## config.mk

```make
export PLATFORM = sky130hd
export DESIGN_NAME = seven_segment_scanner
export DESIGN_NICKNAME = d
export VERILOG_FILES = /design/src/rtl/display_pkg.sv /design/src/rtl/bcd_to_seven_segment.sv /design/src/rtl/seven_segment_scanner.sv
export SDC_FILE = /design/constraint.sdc
export NUM_CORES = 1
export LEC_CHECK = 0
export CAP_MARGIN = 20
export CORE_AREA = 2 2 90 75
export CTS_CLUSTER_SIZE = 25
export DETAILED_ROUTE_END_ITERATION = 12
export DIE_AREA = 0 0 92 77
export HOLD_SLACK_MARGIN = 0.1
export PLACE_DENSITY = 0.65
export SLEW_MARGIN = 20
export SYNTH_ARGS = -nofsm -noshare
export SYNTH_HDL_FRONTEND = slang
export SYNTH_SLANG_ARGS = --single-unit
```

## constraint.sdc

```tcl
create_clock -name control_clock -period 6.05 [get_ports control_clock]
set_input_delay 1.5125 -clock control_clock [delete_from_list [all_inputs] [get_ports control_clock]]
set_output_delay 1.5125 -clock control_clock [all_outputs]
set_load 0.02 [all_outputs]
```

## src/rtl/display_pkg.sv

```systemverilog
// Shared types and segment patterns for the multiplexed 7-segment scanner.
// Patterns are active-high {g,f,e,d,c,b,a}; polarity is applied at the pins.
package display_pkg;

  typedef enum logic [1:0] {
    IDLE,
    GUARD,
    DRIVE
  } state_t;

  localparam logic [6:0] SEG_0     = 7'h3F;
  localparam logic [6:0] SEG_1     = 7'h06;
  localparam logic [6:0] SEG_2     = 7'h5B;
  localparam logic [6:0] SEG_3     = 7'h4F;
  localparam logic [6:0] SEG_4     = 7'h66;
  localparam logic [6:0] SEG_5     = 7'h6D;
  localparam logic [6:0] SEG_6     = 7'h7D;
  localparam logic [6:0] SEG_7     = 7'h07;
  localparam logic [6:0] SEG_8     = 7'h7F;
  localparam logic [6:0] SEG_9     = 7'h6F;
  localparam logic [6:0] SEG_DASH  = 7'h40;
  localparam logic [6:0] SEG_BLANK = 7'h00;

endpackage

```

## src/rtl/bcd_to_seven_segment.sv

```systemverilog
// Combinational BCD to 7-segment decoder, active-high gfedcba.
// Codes 10-15 show a lone dash so bad counter values are visible.
module bcd_to_seven_segment (
  input  logic [3:0] bcd_input,
  output logic [6:0] segment_output
);
  import display_pkg::*;

  always_comb begin
    segment_output = SEG_DASH;
    case (bcd_input)
      4'd0: segment_output = SEG_0;
      4'd1: segment_output = SEG_1;
      4'd2: segment_output = SEG_2;
      4'd3: segment_output = SEG_3;
      4'd4: segment_output = SEG_4;
      4'd5: segment_output = SEG_5;
      4'd6: segment_output = SEG_6;
      4'd7: segment_output = SEG_7;
      4'd8: segment_output = SEG_8;
      4'd9: segment_output = SEG_9;
      default: segment_output = SEG_DASH;
    endcase
  end

endmodule

```

## src/rtl/seven_segment_scanner.sv

```systemverilog
// Time-multiplexed 7-segment driver with per-frame snapshot,
// leading-zero blanking, anti-ghost guard slot and frame-done pulse.
module seven_segment_scanner #(
  parameter int NUM_DIGITS   = 4,
  parameter int SCAN_DIVIDER = 50000,
  parameter bit ACTIVE_LOW   = 1'b1
) (
  input  logic                      control_clock,
  input  logic                      control_display_reset,
  input  logic                      control_display_enable,
  input  logic                      control_blank_leading_zeros,
  input  logic [4*NUM_DIGITS-1:0]   digits_input,
  input  logic [NUM_DIGITS-1:0]     dp_input,
  output logic [6:0]                segment_output,
  output logic                      dp_output,
  output logic [NUM_DIGITS-1:0]     anode_output,
  output logic                      control_frame_done
);
  import display_pkg::*;

  localparam int PW = (SCAN_DIVIDER > 1) ? $clog2(SCAN_DIVIDER) : 1;
  localparam int IW = (NUM_DIGITS > 1) ? $clog2(NUM_DIGITS) : 1;
  localparam logic [PW-1:0] PRE_LAST = PW'(SCAN_DIVIDER - 1);
  localparam logic [IW-1:0] IDX_LAST = IW'(NUM_DIGITS - 1);
  localparam logic [6:0] SEG_OFF = {7{ACTIVE_LOW}};
  localparam logic [NUM_DIGITS-1:0] AN_OFF = {NUM_DIGITS{ACTIVE_LOW}};

  typedef logic [NUM_DIGITS-1:0][3:0] digits_t;

  digits_t                 digits_w;
  state_t                  state_q, state_d;
  logic [PW-1:0]           pre_q, pre_d;
  logic [IW-1:0]           idx_q, idx_d;
  digits_t                 shadow_q, shadow_d;
  logic [NUM_DIGITS-1:0]   sdp_q, sdp_d;
  logic [6:0]              seg_q, seg_d;
  logic                    dp_q, dp_d;
  logic [NUM_DIGITS-1:0]   an_q, an_d;
  logic                    done_q, done_d;

  logic [NUM_DIGITS-1:0]   blank;
  logic                    nz_above;
  logic [3:0]              cur_digit;
  logic [6:0]              dec_seg;
  logic [6:0]              seg_act;
  logic                    dp_act;
  logic [NUM_DIGITS-1:0]   an_act;

  assign digits_w = digits_input;

  always_comb begin
    state_d  = state_q;
    pre_d    = pre_q;
    idx_d    = idx_q;
    shadow_d = shadow_q;
    sdp_d    = sdp_q;
    done_d   = 1'b0;
    if (!control_display_enable) begin
      state_d = IDLE;
      pre_d   = '0;
      idx_d   = '0;
    end else begin
      case (state_q)
        IDLE: begin
          state_d  = GUARD;
          pre_d    = '0;
          idx_d    = '0;
          shadow_d = digits_w;
          sdp_d    = dp_input;
        end
        GUARD: begin
          state_d = DRIVE;
          pre_d   = pre_q + 1'b1;
        end
        DRIVE: begin
          if (pre_q == PRE_LAST) begin
            state_d = GUARD;
            pre_d   = '0;
            if (idx_q == IDX_LAST) begin
              idx_d    = '0;
              shadow_d = digits_w;
              sdp_d    = dp_input;
              done_d   = 1'b1;
            end else begin
              idx_d = idx_q + 1'b1;
            end
          end else begin
            pre_d = pre_q + 1'b1;
          end
        end
        default: state_d = IDLE;
      endcase
    end
  end

  // Scan from the MSD down; a digit blanks until a nonzero one is seen.
  always_comb begin
    blank    = '0;
    nz_above = 1'b0;
    for (int k = NUM_DIGITS - 1; k >= 0; k--) begin
      nz_above = nz_above | (shadow_d[k] != 4'd0);
      blank[k] = control_blank_leading_zeros & ~nz_above & (k != 0);
    end
  end

  assign cur_digit = shadow_d[idx_d];

  bcd_to_seven_segment u_dec (
    .bcd_input      (cur_digit),
    .segment_output (dec_seg)
  );

  // Pins decode the upcoming state so they move on the same edge as it.
  always_comb begin
    seg_act = SEG_BLANK;
    dp_act  = 1'b0;
    an_act  = '0;
    if (state_d != IDLE && !blank[idx_d]) begin
      seg_act = dec_seg;
      dp_act  = sdp_d[idx_d];
    end
    if (state_d == DRIVE) begin
      an_act = NUM_DIGITS'(1) << idx_d;
    end
    seg_d = seg_act ^ SEG_OFF;
    dp_d  = dp_act ^ ACTIVE_LOW;
    an_d  = an_act ^ AN_OFF;
  end

  always_ff @(posedge control_clock or posedge control_display_reset) begin
    if (control_display_reset) begin
      state_q  <= IDLE;
      pre_q    <= '0;
      idx_q    <= '0;
      shadow_q <= '0;
      sdp_q    <= '0;
      seg_q    <= SEG_OFF;
      dp_q     <= ACTIVE_LOW;
      an_q     <= AN_OFF;
      done_q   <= 1'b0;
    end else begin
      state_q  <= state_d;
      pre_q    <= pre_d;
      idx_q    <= idx_d;
      shadow_q <= shadow_d;
      sdp_q    <= sdp_d;
      seg_q    <= seg_d;
      dp_q     <= dp_d;
      an_q     <= an_d;
      done_q   <= done_d;
    end
  end

  assign segment_output     = seg_q;
  assign dp_output          = dp_q;
  assign anode_output       = an_q;
  assign control_frame_done = done_q;

endmodule

```

; ---- Word-level counts from Yosys, hierarchy flattened
; Memory sizes are Yosys's and may differ from the RTL's.
; Index checks and enable logic that the tools add are counted.
[classes]
order_cmp = 1
eq_ne = 6
n_mux = 31
bitwise = 11
shift = 1
reduce_logical = 7
n_addsub = 2
[ops]
columns = cell, count
row1 = $mux W16, 5
row2 = $pmux W16 S3, 1
row3 = $pmux W16 S2, 1
row4 = $mux W4, 5
row5 = $add A16 B1 Y16 const B, 1
row6 = $eq A16 B16 Y1 const B, 1
row7 = $reduce_bool A4 Y1, 3
row8 = $mux W2, 5
row9 = $bmux W4 S2, 1
row10 = $pmux W4 S2, 1
row11 = $mux W1, 7
row12 = $mux W7, 1
row13 = $not A7 Y7, 1
row14 = $eq A2 B2 Y1 const B, 3
row15 = $pmux W2 S3, 1
row16 = $bmux W1 S2, 2
row17 = $ne A4 B1 Y1 const B, 1
row18 = $not A1 Y1, 4
row19 = $not A4 Y4, 1
row20 = $pmux W2 S2, 1
row21 = $shl A1 B2 Y4 const A, 1
row22 = $and A1 B1 Y1, 3
row23 = $lt A2 B3 Y1 const B, 1
row24 = $add A2 B1 Y2 const B, 1
row25 = 6 further kinds, 7
[word_totals]
mem_bits_ro = 112
out_inout_bits = 13
n_memories = 1
wordCells = 72
register_bits = 53
[memory_table]
columns = name, depth, word_bits, read_ports, rd_ports_with_merged_regs, wr, line
row1 = (name not given), 16, 7, 1, 0, 0, bcd_to_seven_segment.sv:11  ; case (bcd_input)

; ---- Logic depth before layout (Yosys ltp)
[logic_depth]
word_depth = 16
mapped_depth = 18

; ---- Modules after synthesis
; A second synthesis with hierarchy kept.
[unflattened]
cells_unflattened = 292
hier_area_um2 = 2984.1
[by_module_without_submodules]
columns = mod, area_each_um2, n_inst, cells_each
row1 = seven_segment_scanner, 2758.9, 1, 263
row2 = bcd_to_seven_segment, 225.2, 1, 29

; ---- Worst setup path before layout
; No wires, ideal clock.
[synth_timing]
path_type = input -> register
start = input port control_display_enable
end = register seg_q[3], in the netlist segment_output[3]
t_required_ps = 5959
arrival_ps = 3613
setup_slack_ps = 2347
path_stages = 12
cell_sequence = and2_1 -> a21oi_1 -> buf_2 -> buf_2 -> a21o_1 -> o21ai_0 -> o211ai_1 -> o21ai_0 -> a21o_1 -> ha_1 -> nor3b_1 -> o31ai_1
[synth_via]
elab_chain_cells = 12
word_cells_on_any_way = 24
classes_between = mux (8) / bitwise (9) / reduce/logical (6) / memory (1)
[synth_lines]
columns = item, line
row1 = "start, declared", seven_segment_scanner.sv:10  ; input logic control_display_enable,
row2 = $mux W16, seven_segment_scanner.sv:58  ; if (!control_display_enable) begin
row3 = $reduce_bool A4 Y1, seven_segment_scanner.sv:101  ; nz_above = nz_above | (shadow_d[k] != 4'd0);
row4 = $or A1 B1 Y1 (2 in a row), seven_segment_scanner.sv:101
row5 = $not A1 Y1, seven_segment_scanner.sv:102  ; blank[k] = control_blank_leading_zeros & ~nz_above & (k != 0);
row6 = $and A1 B1 Y1, seven_segment_scanner.sv:102
row7 = $bmux W1 S2, seven_segment_scanner.sv:118  ; if (state_d != IDLE && !blank[idx_d]) begin
row8 = $mux W1 (implied by the code), seven_segment_scanner.sv:118
row9 = $logic_not A1 Y1, seven_segment_scanner.sv:118
row10 = $logic_and A1 B1 Y1, seven_segment_scanner.sv:118
row11 = $mux W7 (*), seven_segment_scanner.sv:118
row12 = $not A7 Y7 (no line) (*), --
row13 = via seg_d[3], seven_segment_scanner.sv:36  ; logic [6:0] seg_q, seg_d;
row14 = "end signal, assigned", seven_segment_scanner.sv:147  ; seg_q <= seg_d;
row15 = "end, declared", seven_segment_scanner.sv:36
; Mark *: on every way through the listed nets, which the timed path passes. The rest lies on a longest branch. The select of a mux whose other input is x is not followed.
; A chain may end at the register's enable or synchronous reset.

; ---- Worst setup path after layout
; Ends and elaborated chain as after synthesis.

==> out/summary.log <==
qor: route.firstDrtPassIters 4
qor: pwr.power.sequential.fraction 48.6%
qor: route.routed_wl 6270 microns
qor: clocking.cts_tree done
qor: clocking.cts_num_sinks 53
qor: finish.layout.core_utilization 53.6%
qor: grt.met1_usage 29.7%
qor: setup_path.r2r_cells 10
qor: die.initial_core_util 44.8%
qor: pwr.p_sw 0.000274 W
qor: logic_synthesis.synth-async-reset-ratio 100%
qor: setup_path.worst_ep_arrival_time 4680 ps
qor: place.gp_routability_congestion 0.792
qor: logic_synthesis.syn_area_per_cell 9.52 sq um
qor: route.drtAntennaViolNets 0
qor: setup_path.critical_path_required 6270 ps
qor: setup_path.cpMostUsedCell sky130_fd_sc_hd__o21ai_0
qor: finish.num-fill-cells 592
qor: timing.max_freq 0.224 GHz
qor: setup_path.r2r-start pre_q[7]
qor: pwr.power 0.000884 W
qor: die.core.rowCount 26
qor: finish.antenna-diode-count 0
qor: logic_synthesis.synth.largest_area_cell sky130_fd_sc_hd__dfrtp_1
qor: pwr.power.density 267 nW/um^2
qor: clocking.cts_resized 0
qor: timing.rsz_0062_raised_after_global_routing false
qor: finish.layout.nets 362
qor: logic_synthesis.synthCells 291
qor: finish.layout-drive-gt1-share 10.1%
qor: pwr.power_frac_clock 22.9%
qor: pwr.vdd_drop_max 0.132 mV
qor: timing.hold_viol_final 0
qor: pwr.p_int 0.000611 W
qor: pwr.netSwitchingFraction 30.9%
qor: timing.finalCriticalPeriod 4460 ps
qor: route.drc 0
qor: logic_synthesis.synth_area_leaders sky130_fd_sc_hd__dfrtp_1, sky130_fd_sc_hd__dfstp_2, sky130_fd_sc_hd__o21ai_0
qor: die.ioPinCount 37
qor: grt.globalRouteMet3Util 3.24%
qor: clocking.worstSkewPairLatency 300 ps
qor: clocking.cts_root_buffer sky130_fd_sc_hd__clkbuf_8
qor: clocking.number_of_levels_in_the_clock_h_tree 2
qor: finish.layoutNonFillerInstCount 412
qor: grt.grt_pass1_wl 10800 microns
qor: logic_synthesis.yosys.cell_types.count 47
qor: die.die_w 92 microns
qor: logic_synthesis.yosys_most_used_dff sky130_fd_sc_hd__dfrtp_1
qor: setup_path.reg2reg_slack 2300 ps
qor: die.die-height 77 microns
qor: setup_path.crit_path_max_incr_delay 740 ps
qor: grt.global_route.usage.met2 27.0%
qor: pwr.combPwrFrac 28.4%
qor: run.max_cap_viol_count 0
qor: grt.top_usage_layer met1
qor: place.dp.final_hpwl 4450 microns
qor: die.floorplan.die_area 7080 sq um
qor: timing.maximum_clock_skew_at_final_layout 9.32 ps
qor: timing.timing.setup.tns 0 ps
qor: logic_synthesis.ys_seq_elements 53
qor: logic_synthesis.yosys.area.top_type_share 37.1%
qor: hold_path.hp-class flop to flop
qor: run_status.status finished, final reports clean
qor: setup_path.crit_path_start control_display_enable
qor: grt.grt_pass1_vias 2160
qor: route.drt-wirelength-per-cell 15.2 microns
qor: route.drt-vias-per-instance 5.48
qor: finish.area_growth_from_synthesis_to_layout 19.6%
qor: place.numPlacedInstances 404
qor: logic_synthesis.synthesis.yosys.warnings 0
qor: timing.period_share 73.8%
qor: clocking.holdBufCountCts 0
qor: grt.grt_max_degree 54
qor: place.io_buffers 36
qor: setup_path.critPathCaptureType flop
qor: route.first_iter_violations 138
qor: finish.most-common-layout-cells sky130_fd_sc_hd__dfrtp_1, sky130_fd_sc_hd__clkdlybuf4s50_1, sky130_fd_sc_hd__nor2_1
qor: setup_path.worstReg2RegEnd segment_output[3]
qor: hold_path.hold-path-endpoint pre_q[15]
qor: grt.antenna_found_initial 0
qor: setup_path.critPathKind input pin to flop
qor: logic_synthesis.synth_edf_count 0
qor: setup_path.critical-path-slowest-cell sky130_fd_sc_hd__clkdlybuf4s50_1
qor: finish.final_common_cell sky130_fd_sc_hd__dfrtp_1
qor: timing.timing.final.max_slew_violations 0
qor: clocking.cts-buffers-inserted 5
qor: hold_path.whs_path_depth 1
qor: die.core_area 6180 sq um
qor: grt.gr-usage-all-layers 19.0%
qor: logic_synthesis.synthesized_net_count 326
qor: setup_path.start_kind input pin
qor: setup_path.path_max_fanout 20
qor: hold_path.holdCritStartpoint pre_q[15]
qor: timing.tightest_slew 958 ps
qor: finish.stdcell_area 3310 sq um
qor: clocking.path_clk_slew 90 ps
qor: clocking.clock_tree.buffer_depth 2
qor: place.dpl_cell_area 3220 sq um
qor: timing.relSlewSlack 35.8%
qor: timing.finalSetupViolCount 0
qor: route.route.vias.total 2258
qor: logic_synthesis.mappedNetlistArea 2770 sq um
qor: clocking.postCtsSetupRepairBufs 0
qor: setup_path.crit_path_cell_trace clkdlybuf4s50_1 > and2_1 > a21bo_1 > o21ai_0 > o211ai_1 > o21ai_0 > a21o_1 > ha_1 > nor3b_1 > o31ai_1
qor: pwr.p_leak 1.45 nW
qor: grt.global_route.overflow_total 0
qor: logic_synthesis.seq_area_frac_synth 48.4%
[cells by family (layout without fill, tap and decap cells)]
logic type	Yosys count	in the layout	share of synthesized area [%]
AND/OR/NAND/NOR	105	105	20.1
AO/OA/AOI/OAI	88	88	20.5
flip-flops	53	53	48.4
buffers and inverters	28	65	4.02
adder cells (fa/ha/maj)	11	11	4.97
XOR/XNOR	4	4	1.27
multiplexers	2	2	0.723
[worst max-delay path: cells and delay by family]
family,cells,cell delay [ps]
and+or+nand+nor,2,380
AOI/OAI and AO/OA,6,1720
adders and majority gates,1,310
buffers and inverters,1,740
[cells in the mapped netlist (2+ instances only)]
cell                       count
sky130_fd_sc_hd__dfrtp_1      41
sky130_fd_sc_hd__nor2_1       35
sky130_fd_sc_hd__o21ai_0      28
sky130_fd_sc_hd__inv_1        17
sky130_fd_sc_hd__a21oi_1      16
sky130_fd_sc_hd__nand2_1      14
sky130_fd_sc_hd__dfstp_2      12
sky130_fd_sc_hd__and3_1       11
sky130_fd_sc_hd__ha_1         11
sky130_fd_sc_hd__nand3_1      10
sky130_fd_sc_hd__a22o_1        9
sky130_fd_sc_hd__nand2b_1      7
sky130_fd_sc_hd__nor3_1        7
sky130_fd_sc_hd__o31ai_1       7
sky130_fd_sc_hd__clkbuf_1      6
sky130_fd_sc_hd__buf_2         5
sky130_fd_sc_hd__o21ai_1       5
sky130_fd_sc_hd__nor4_1        4
sky130_fd_sc_hd__a211oi_1      3
sky130_fd_sc_hd__a21o_1        3
sky130_fd_sc_hd__a31oi_1       3
sky130_fd_sc_hd__xor2_1        3
sky130_fd_sc_hd__a22oi_1       2
sky130_fd_sc_hd__and2_1        2
sky130_fd_sc_hd__mux2i_1       2
sky130_fd_sc_hd__nand4_1       2
sky130_fd_sc_hd__nor2b_1       2
sky130_fd_sc_hd__nor4_2        2
sky130_fd_sc_hd__o211ai_1      2
sky130_fd_sc_hd__o22ai_1       2
sky130_fd_sc_hd__or4b_4        2
[worst max path at each step]
stage	to	slack, ps	cells after the start
after detailed placement	segment_output[3]	1270	10
final	segment_output[3]	1590	10
after floorplan	segment_output[3]	2350	12
after global routing	segment_output[3]	1340	10
after CTS	segment_output[3]	1590	10
after global placement	segment_output[3]	1390	10
[cell type report]
class | count | area (sq um) | area share [%]
Multi-Input combinational cell | 210 | 1320 | 39.9
Tap cell | 84 | 105 | 3.17
Timing Repair Buffer | 40 | 390 | 11.8
Sequential cell | 53 | 1340 | 40.5
Inverter | 17 | 63.8 | 1.93
Clock buffer | 8 | 90.1 | 2.72
[through the flow]
stage	worst slack, ps	hold WS, ps
2_1_floorplan	2350	437
3_3_place_gp	1390	473
3_5_place_dp	1270	469
4_1_cts	1590	489
5_1_grt	1340	525
6_report	1590	490
[state kept, by name, summed over array words and instances (netlist names)]
name and flops:
pre_q 16, shadow_q 16, segment_output 7, anode_output 4, sdp_q 4, idx_q 2, state_q 2, control_frame_done 1
dp_output 1
[per-layer routing]
layer / wire length, microns / part of all wire (%)
met4: 63 / 1.0
met1: 3360 / 54
met3: 304 / 4.9
met5: 0 / 0
met2: 2540 / 40
[power by group through the flow]
stage	clock network, W	registers (W)	logic, W
after floorplan	0	0.000450	0.000153
after global placement	0	0.000436	0.000247
after detailed placement	0	0.000436	0.000250
after CTS	0.000210	0.000430	0.000252
after global routing	0.000223	0.000435	0.000280
final	0.000203	0.000430	0.000251
Power figures use the tool's default switching activity.
